## src/rtl/fxp_iterative_unit.sv

```systemverilog
// rtl/fxp_iterative_unit.sv - multi-cycle signed fixed-point ADD/SUB/MUL/SQRT unit
//
// Purpose:
//   Iterative arithmetic on WIDTH-bit two's-complement Q(WIDTH-FBITS).FBITS
//   operands. One step runs per cycle. MUL walks (WIDTH/MUL_CHUNK)^2 unsigned
//   chunk products and then a finishing cycle. SQRT is a digit-by-digit root
//   that produces one result bit per step. Overflow either saturates or
//   wraps, depending on SATURATE.
//
// Ports:
//   clk        clock
//   reset      asynchronous, active-high reset
//   start      request; sampled only when busy=0 (IDLE or DONE)
//   operation  00 ADD, 01 SUB, 10 MUL, 11 SQRT
//   operand_1  signed fixed-point A
//   operand_2  signed fixed-point B (ignored for SQRT)
//   busy       operation in flight
//   done       one-cycle pulse; result/overflow valid
//   result     fixed-point result, held until the next done
//   overflow   exception flag for the last result, held with result

module fxp_iterative_unit #(
  parameter int WIDTH     = 32,
  parameter int FBITS     = 10,
  parameter int MUL_CHUNK = 16,
  parameter bit SATURATE  = 1'b1
) (
  input  logic             clk,
  input  logic             reset,
  input  logic             start,
  input  logic [1:0]       operation,
  input  logic [WIDTH-1:0] operand_1,
  input  logic [WIDTH-1:0] operand_2,
  output logic             busy,
  output logic             done,
  output logic [WIDTH-1:0] result,
  output logic             overflow
);

  localparam int NCH  = WIDTH / MUL_CHUNK;      // chunks per operand
  localparam int K    = NCH * NCH;              // MUL partial products
  localparam int S    = (WIDTH + FBITS) / 2;    // SQRT steps / root bits
  localparam int RW   = WIDTH + FBITS;          // SQRT radicand width
  localparam int PW   = 2 * WIDTH;              // MUL accumulator width
  localparam int MAXS = (K > S) ? K : S;
  localparam int CW   = $clog2(MAXS + 1);       // step counter width
  localparam int RMW  = S + 4;                  // SQRT remainder width with headroom

  localparam logic [1:0] OP_ADD  = 2'b00;
  localparam logic [1:0] OP_SUB  = 2'b01;
  localparam logic [1:0] OP_MUL  = 2'b10;
  localparam logic [1:0] OP_SQRT = 2'b11;

  localparam logic [WIDTH-1:0] POS_MAX = {1'b0, {(WIDTH-1){1'b1}}};
  localparam logic [WIDTH-1:0] NEG_MAX = {1'b1, {(WIDTH-1){1'b0}}};

  typedef enum logic [1:0] {
    IDLE    = 2'd0,
    EXEC    = 2'd1,
    MUL_FIN = 2'd2,
    DONE    = 2'd3
  } state_t;

  state_t state, state_next;

  // Latched request
  logic [1:0]       op_q;
  logic [WIDTH-1:0] a_q;
  logic [WIDTH-1:0] b_q;
  logic [CW-1:0]    step;

  // MUL accumulator and SQRT working registers
  logic [PW-1:0]    acc;
  logic [RW-1:0]    rad;
  logic [RMW-1:0]   rem;
  logic [S-1:0]     root;

  logic accept;
  logic last_step;

  // Saturation or wrap on overflow. neg selects the clamp direction.
  function automatic logic [WIDTH-1:0] clamp(input logic ovf, input logic neg,
                                             input logic [WIDTH-1:0] wrapped);
    if (ovf && SATURATE) begin
      return neg ? NEG_MAX : POS_MAX;
    end
    return wrapped;
  endfunction

  // A new request is taken whenever the unit is not busy, including the DONE
  // cycle, so that back-to-back issue costs no idle cycle.
  assign accept = start && ((state == IDLE) || (state == DONE));

  always_comb begin
    last_step = 1'b1;
    case (op_q)
      OP_MUL:  last_step = (step == CW'(K - 1));
      OP_SQRT: last_step = (step == CW'(S - 1));
      default: last_step = 1'b1;
    endcase
  end

  // ---------------------------------------------------------------- FSM
  always_ff @(posedge clk or posedge reset) begin
    if (reset) begin
      state <= IDLE;
    end else begin
      state <= state_next;
    end
  end

  always_comb begin
    state_next = state;
    busy       = 1'b0;
    done       = 1'b0;
    case (state)
      IDLE: begin
        if (start) state_next = EXEC;
      end
      EXEC: begin
        busy = 1'b1;
        if (last_step) state_next = (op_q == OP_MUL) ? MUL_FIN : DONE;
      end
      MUL_FIN: begin
        busy       = 1'b1;
        state_next = DONE;
      end
      DONE: begin
        done       = 1'b1;
        state_next = start ? EXEC : IDLE;
      end
      default: state_next = IDLE;
    endcase
  end

  // ---------------------------------------------------------------- ADD/SUB
  // Sign-extended by one bit so that overflow shows up as bit WIDTH
  // disagreeing with bit WIDTH-1.
  logic [WIDTH:0] sum;
  logic           add_ovf;

  always_comb begin
    if (op_q == OP_SUB) begin
      sum = {a_q[WIDTH-1], a_q} - {b_q[WIDTH-1], b_q};
    end else begin
      sum = {a_q[WIDTH-1], a_q} + {b_q[WIDTH-1], b_q};
    end
  end

  assign add_ovf = sum[WIDTH] ^ sum[WIDTH-1];

  // ---------------------------------------------------------------- MUL
  // Unsigned magnitudes. The most negative value maps onto 2^(WIDTH-1), which
  // is still correct read as an unsigned number.
  logic [WIDTH-1:0]       mag_a;
  logic [WIDTH-1:0]       mag_b;
  logic [31:0]            ia;
  logic [31:0]            ib;
  logic [MUL_CHUNK-1:0]   ch_a;
  logic [MUL_CHUNK-1:0]   ch_b;
  logic [2*MUL_CHUNK-1:0] pp_raw;
  logic [PW-1:0]          pp;

  assign mag_a = a_q[WIDTH-1] ? (~a_q + WIDTH'(1)) : a_q;
  assign mag_b = b_q[WIDTH-1] ? (~b_q + WIDTH'(1)) : b_q;

  always_comb begin
    ia     = 32'(step) / 32'(NCH);
    ib     = 32'(step) % 32'(NCH);
    ch_a   = MUL_CHUNK'(mag_a >> (ia * 32'(MUL_CHUNK)));
    ch_b   = MUL_CHUNK'(mag_b >> (ib * 32'(MUL_CHUNK)));
    pp_raw = {{MUL_CHUNK{1'b0}}, ch_a} * {{MUL_CHUNK{1'b0}}, ch_b};
    pp     = PW'(pp_raw) << ((ia + ib) * 32'(MUL_CHUNK));
  end

  // The finishing step truncates the magnitude and then restores the sign,
  // which gives rounding toward zero.
  logic [PW-1:0]    prod;
  logic             mul_neg;
  logic             mul_ovf;
  logic [WIDTH-1:0] mul_wrap;

  assign prod     = acc >> FBITS;
  assign mul_neg  = a_q[WIDTH-1] ^ b_q[WIDTH-1];
  assign mul_ovf  = mul_neg ? (prod > PW'(NEG_MAX)) : (prod > PW'(POS_MAX));
  assign mul_wrap = mul_neg ? (~prod[WIDTH-1:0] + WIDTH'(1)) : prod[WIDTH-1:0];

  // ---------------------------------------------------------------- SQRT
  // Each step brings down the next two radicand bits. A 1 goes into the root
  // when the remainder can absorb (root*4 + 1).
  logic [RMW-1:0]   rem_sh;
  logic [RMW-1:0]   trial;
  logic [RMW-1:0]   rem_nx;
  logic [S-1:0]     root_nx;
  logic [WIDTH:0]   root_w;
  logic             sqrt_ovf;

  always_comb begin
    rem_sh = (rem << 2) | RMW'(rad[RW-1:RW-2]);
    trial  = (RMW'(root) << 2) | RMW'(1);
    if (rem_sh >= trial) begin
      rem_nx  = rem_sh - trial;
      root_nx = {root[S-2:0], 1'b1};
    end else begin
      rem_nx  = rem_sh;
      root_nx = {root[S-2:0], 1'b0};
    end
  end

  assign root_w   = (WIDTH + 1)'(root_nx);
  assign sqrt_ovf = root_w > {1'b0, POS_MAX};

  // ---------------------------------------------------------------- datapath
  always_ff @(posedge clk or posedge reset) begin
    if (reset) begin
      op_q     <= 2'b00;
      a_q      <= '0;
      b_q      <= '0;
      step     <= '0;
      acc      <= '0;
      rad      <= '0;
      rem      <= '0;
      root     <= '0;
      result   <= '0;
      overflow <= 1'b0;
    end else if (accept) begin
      op_q <= operation;
      a_q  <= operand_1;
      b_q  <= operand_2;
      step <= '0;
      acc  <= '0;
      rem  <= '0;
      root <= '0;
      rad  <= RW'(operand_1) << FBITS;
    end else if (state == EXEC) begin
      step <= step + CW'(1);
      case (op_q)
        OP_MUL: begin
          acc <= acc + pp;
        end
        OP_SQRT: begin
          rem  <= rem_nx;
          root <= root_nx;
          rad  <= rad << 2;
          if (last_step) begin
            if (a_q[WIDTH-1]) begin
              // A negative radicand has no real root. The steps still run so
              // that the latency does not depend on the data.
              result   <= '0;
              overflow <= 1'b1;
            end else begin
              result   <= clamp(sqrt_ovf, 1'b0, root_w[WIDTH-1:0]);
              overflow <= sqrt_ovf;
            end
          end
        end
        default: begin
          result   <= clamp(add_ovf, sum[WIDTH], sum[WIDTH-1:0]);
          overflow <= add_ovf;
        end
      endcase
    end else if (state == MUL_FIN) begin
      result   <= clamp(mul_ovf, mul_neg, mul_wrap);
      overflow <= mul_ovf;
    end
  end

endmodule

```

## config.mk

```make
export PLATFORM = sky130hd
export DESIGN_NAME = fxp_iterative_unit
export DESIGN_NICKNAME = d
export VERILOG_FILES = /design/src/rtl/fxp_iterative_unit.sv
export SDC_FILE = /design/constraint.sdc
export NUM_CORES = 2
export LEC_CHECK = 0
export ABC_CLOCK_PERIOD_IN_PS = 26200
export CAP_MARGIN = 30
export CORE_UTILIZATION = 35
export CTS_CLUSTER_SIZE = 10
export DETAILED_ROUTE_END_ITERATION = 12
export GPL_TIMING_DRIVEN = 0
export PLACE_DENSITY = 0.59
export SLEW_MARGIN = 20
export SYNTH_ARGS = -nofsm -noshare
export SYNTH_HDL_FRONTEND = slang
export SYNTH_SLANG_ARGS = --single-unit
export TNS_END_PERCENT = 100
```

## constraint.sdc

```tcl
create_clock -name clk -period 26.2 [get_ports clk]
set_clock_uncertainty 0.2 [all_clocks]
set_input_delay 5.24 -clock clk [delete_from_list [all_inputs] [get_ports clk]]
set_output_delay 5.24 -clock clk [all_outputs]
set_load 0.02 [all_outputs]
```

=== Word level (Yosys, flattened, before mapping) ===
Cells that the tools add are included.

* Output and inout bits: 35
* Flip-flop bits (word level): 256
* Bits of input ports: 69
* Word-level logic and storage cells: 121

* Shift-type cells: 3
* Reductions and logical operators: 13
* Bitwise logic cells: 7
* $mul: 1
* Equality and inequality tests: 12
* Magnitude comparators: 4
* Mux-type cells: 61
* Add/sub/neg operators: 9

{| class="wikitable"
|+ Operators by type and width
! kind !! count
|-
| two-way mux 32 bit || 15
|-
| two-way mux 64 bit || 3
|-
| two-way mux 42 bit || 3
|-
| adder 32 x 1 -> 32 bit (second input constant) || 3
|-
| inverter 32 bit || 3
|-
| two-way mux 23 bit || 4
|-
| adder 64 bit || 1
|-
| one-hot mux 32 bit (2 select lines) || 1
|-
| << shifter 32 x 9 -> 64 bit || 1
|-
| two-way mux 21 bit || 3
|-
| greater-than comparator 54 x 31 -> 1 bit (second input constant) || 1
|-
| greater-than comparator 54 x 32 -> 1 bit (second input constant) || 1
|-
| adder 32 x 32 -> 33 bit || 1
|-
| two-way mux 33 bit || 1
|-
| subtractor 32 x 32 -> 33 bit || 1
|-
| multiplier 16 x 16 -> 32 bit || 1
|-
| >> shifter 32 x 5 -> 16 bit || 1
|-
| >> shifter 32 x 8 -> 16 bit || 1
|-
| greater-than comparator 21 x 31 -> 1 bit (second input constant) || 1
|-
| greater-or-equal comparator 25 x 23 -> 1 bit || 1
|-
| bitwise OR 25 x 2 -> 25 bit || 1
|-
| two-way mux 1 bit || 24
|-
| subtractor 23 bit || 1
|-
| two-way mux 5 bit || 2
|-
| other kinds (20) || 35
|}

=== Depth between registers and ports, before layout ===
* Depth after elaboration: 15
* Depth in mapped cells: 48
* Gate-level depth less buffers: 44

=== Least setup slack after synthesis ===
No wires, ideal clock.

* Path type: reg-to-reg
* From: register a_q[9]
* To: register acc[55]
* Clock period less this slack: 11.730 ns
* Cell stages (with the launch flop): 42
* Setup time: 0.127 ns
* Required time: 25.873 ns
* Path slack: 14.470 ns
* Buffers on the path: 1
* Data arrival time: 11.403 ns
* Path through: dfrtp_1 or4_4 or3_4 or4_4 or3_4 or3_4 or4_4 o21ai_0 xor2_1 o22ai_1 clkbuf_1 nand2_1 fa_1 fa_1 fa_1 fa_1 inv_1 fa_1 [6 not listed] or2_2 o2111ai_1 nand4_1 o31ai_1 xnor2_1 o31ai_1 and2_1 ha_1 a21oi_1 o211ai_1 a2111oi_0 o21ai_0 a211o_1 a21oi_1 o21ai_0 a21oi_1 xor2_1 o21ai_0

* Word-level cells in the longest chain between the ends: 10

{| class="wikitable"
|+ RTL lines
! element !! RTL line !! RTL
|-
| from (decl) || 68 || <nowiki>logic [WIDTH-1:0] a_q;</nowiki>
|-
| from (signal assigned) || 228 || <nowiki>a_q <= operand_1;</nowiki>
|-
| inverter 32 bit || 164 || <nowiki>assign mag_a = a_q[WIDTH-1] ? (~a_q + WIDTH'(1)) : a_q;</nowiki>
|-
| adder 32 x 1 -> 32 bit || 164 ||
|-
| two-way mux 32 bit (*) || 164 ||
|-
| >> shifter 32 x 8 -> 16 bit (*) || 170 || <nowiki>ch_a = MUL_CHUNK'(mag_a >> (ia * 32'(MUL_CHUNK)));</nowiki>
|-
| multiplier 16 x 16 -> 32 bit (*) || 172 || <nowiki>pp_raw = {{MUL_CHUNK{1'b0}}, ch_a} * {{MUL_CHUNK{1'b0}}, ch_b};</nowiki>
|-
| << shifter 32 x 9 -> 64 bit (*) || 173 || <nowiki>pp = PW'(pp_raw) << ((ia + ib) * 32'(MUL_CHUNK));</nowiki>
|-
| adder 64 bit (*) || 239 || <nowiki>acc <= acc + pp;</nowiki>
|-
| two-way mux 64 bit (*) || 237 || <nowiki>case (op_q)</nowiki>
|-
| two-way mux 64 bit (*) || 235 || <nowiki>end else if (state == EXEC) begin</nowiki>
|-
| two-way mux 64 bit (*) || 226 || <nowiki>end else if (accept) begin</nowiki>
|-
| to (signal assigned) || 239 ||
|-
| to (decl) || 73 || <nowiki>logic [PW-1:0] acc;</nowiki>
|}

Mark *: on every way between the ends. The rest lies on a longest branch, timed or not. The select of a mux whose other input is x is not followed.
A chain may end at the register's enable or synchronous reset.

=== Worst setup path in the final report ===
* From: register b_q[0]
* To: register acc[63]

* Word-level cells in the longest chain between the ends: 10

{| class="wikitable"
|+ RTL lines
! element !! RTL line !! RTL
|-
| from (decl) || 69 || <nowiki>logic [WIDTH-1:0] b_q;</nowiki>
|-
| from (signal assigned) || 229 || <nowiki>b_q <= operand_2;</nowiki>
|-
| inverter 32 bit || 165 || <nowiki>assign mag_b = b_q[WIDTH-1] ? (~b_q + WIDTH'(1)) : b_q;</nowiki>
|-
| adder 32 x 1 -> 32 bit || 165 ||
|-
| two-way mux 32 bit (*) || 165 ||
|-
| >> shifter 32 x 5 -> 16 bit (*) || 171 || <nowiki>ch_b = MUL_CHUNK'(mag_b >> (ib * 32'(MUL_CHUNK)));</nowiki>
|-
| multiplier 16 x 16 -> 32 bit (*) || 172 ||
|-
| << shifter 32 x 9 -> 64 bit (*) || 173 ||
|-
| adder 64 bit (*) || 239 ||
|-
| two-way mux 64 bit (*) || 237 ||
|-
| two-way mux 64 bit (*) || 235 ||
|-
| two-way mux 64 bit (*) || 226 ||
|}

Marks and branches as above.

==> flow_summary.yaml <==
run_status:
  status: "finished, final reports clean"
clock_tree:
  cts_buffers: 34
  cts.path.max_buffers: 3
  cts.repair.resized: 0
  cts.sinks: 246
  htree_levels: 2
  root_buffer: "clkbuf_16"
  holdBufCountCts: 0
  postCtsSetupBuffers: 0
  clk_latency_ps: 610
  cts_tree: "done"
  clkTransAtPathRegs_ps: 60
setup_path:
  cp-start-kind: "register"
  worstPathRequired_ps: 26520
  worstSetupPathType: "register to register"
  arrival_ps: 15160
  worst-r2r-setup-slack_ps: 11360
  rr_startpoint: "b_q[0]"
  crit_path_max_fanout: 10
  critPathSlowestCell: "a21oi_1"
  cpMostUsedCell: "fa_1"
  r2r_cells: 44
  rr_endpoint: "acc[63]"
  worst_path_largest_cell_delay_ps: 770
  crit_path_end_kind: "register"
yosys:
  synth_fp_nets: 4193
  ys_ff_latch: 246
  synthArstFlopShare: 1.00
  yosys.area.top_type_share: 0.213
  syn_avg_cell_area_um2: 7.83
  synth.yosys.seq_area_share: 0.213
  synth.distinct_cells: 83
  synth_edf_count: 0
  netlist.top_cell.by_area: "dfrtp_1"
  ys_warn_count: 0
  yosys-top-cells-area: "dfrtp_1 (21%), fa_1 (14%), ha_1 (10%), nand2_1 (8.5%), a21oi_1 (5.2%)"
  synth_ff_type: "dfrtp_1"
  synth_area_um2: 28900
  synthCells: 3695
die:
  pin_count: 104
  dieArea_um2: 83800
  die_w_um: 290
  coreArea_um2: 82000
  rows: 105
  die_y_um: 290
  start_util: 0.353
grt:
  gr-total-overflow: 0
  antenna_found_initial: 4
  grt_use_total: 0.250
  grt_start_max_net_pins: 101
  grt_pass1_vias: 26562
  grt_pass1_wl_um: 160000
sta:
  hold_viol_final: 0
  post-route-min-period_ps: 14840
  setup_viol: 0
  rsz0062_at_grt: "no"
  finalCritPeriodShare: 0.566
  tightest_slew_ps: 986
  max_freq_ghz: 0.0674
  slew_viol_final: 0
  slew_headroom: 0.336
  fin_tns_setup_ps: 0
drt:
  drtAntennaViolNets: 0
  drt_wl_total_um: 105000
  dr.pass1.iters: 6
  drcViolationCount: 0
  via_per_inst: 5.62
  via_count: 27675
  drt-initial-drc-count: 2891
  detail_route.wl_per_cell_um: 21.2
placement:
  dpl.hpwl_um: 83100
  io_buffers: 103
  place_congestion: 0.993
worst_hold_path:
  hold_start: "rad[10]"
  hold_class: "register to register"
  whs_path_depth: 2
  min_to: "rad[10]"
finish:
  syn_to_final_growth_pct: 12.3
  nets: 4340
  final_cell_mix: "nand2_1 (658), inv_1 (309), a21oi_1 (303)"
  drive_gt1_frac: 0.0293
  final_common_cell: "nand2_1"
flow_run:
  cap_viol_max_count: 0
-- cell usage after synthesis (25+ instances only) --
master	number
xnor2_1	103
a31oi_1	28
o21a_1	25
dfrtp_1	246
xor2_1	114
nand2b_1	37
nand2_1	658
o21ai_0	226
inv_1	310
nor3_1	63
a21o_1	80
fa_1	196
and3_1	32
clkbuf_1	154
a22oi_1	25
nor2b_1	30
or3_1	29
a21oi_1	303
nand3_1	65
mux2i_1	40
and2_1	47
nor2_1	286
a211oi_1	42
ha_1	233
nand4_1	30
-- area by class of cell --
type	count	area [µm²]
antenna	1	2.50
buffer	172	662
clock buffer	40	903
clock inverter	11	123
fill	8484	49500
inverter	311	1170
multi-input combinational	2966	21000
sequential	246	6160
tap	1070	1340
timing repair buffer	111	1140
-- routing by layer --
layer	track usage	vias up	wire [µm]
met5	0	-	13
met3	0.0497	155	9280
met2	0.377	1125	44500
met4	0.0734	2	3040
li1	-	12901	-
met1	0.359	13492	47700
-- how the worst max path moves through the flow --
stage	endpoint	startpoint	depth (start not counted)	slack, ps
final	acc[63]	b_q[0]	44	11360
after global routing	acc[55]	b_q[0]	43	10710
after CTS	acc[63]	b_q[0]	44	11550
after detailed placement	acc[63]	b_q[0]	44	11640
after global placement	acc[61]	reset	2	10160
after floorplan	a_q[0]	reset	1	14000
-- stage by stage --
step | setup slack (ps) | instance area [µm²] | std cells | hold slack (ps) | util
after global routing | 10710 | 32500 | 4927 | 312 | 0.396
final | 11360 | 32500 | 4928 | 284 | 0.396
after floorplan | 14000 | 28900 | 3695 | 245 | -
after CTS | 11550 | 32400 | 4925 | 284 | 0.396
after global placement | 10160 | 31300 | 4868 | 264 | 0.382
after detailed placement | 11640 | 31400 | 4874 | 272 | 0.383
-- registers in the layout, summed over array words and instances, names as in the netlist --
name,count
acc,64
a_q,32
b_q,32
rad,32
result,32
rem,23
root,21
step,5
op_q,2
state,2
overflow,1
-- kinds of logic (layout without fill, tap and decap cells) --
group,Yosys count,in the layout,synth area share
AND/OR/NAND/NOR,1362,1362,0.211
AO/OA/AOI/OAI,910,910,0.194
buffers and inverters,483,645,0.0631
adder cells (fa/ha/maj),431,431,0.237
flip-flops,246,246,0.213
XOR/XNOR,218,218,0.0662
multiplexers,45,45,0.0158
other,0,1,0
-- worst max-delay path, delay by kind of cell (launching register included) --
family	cells	cell delay (ps)
AOI/OAI and AO/OA	15	4790
adders and majority gates	9	4020
and+or+nand+nor	10	3100
buffers and inverters	7	1300
muxes	2	610
DFF	1	520
xor gates and xnor gates	1	200
Power is not shown: default switching activity piles up to over one toggle a cycle in this logic, so the estimate is an artifact.
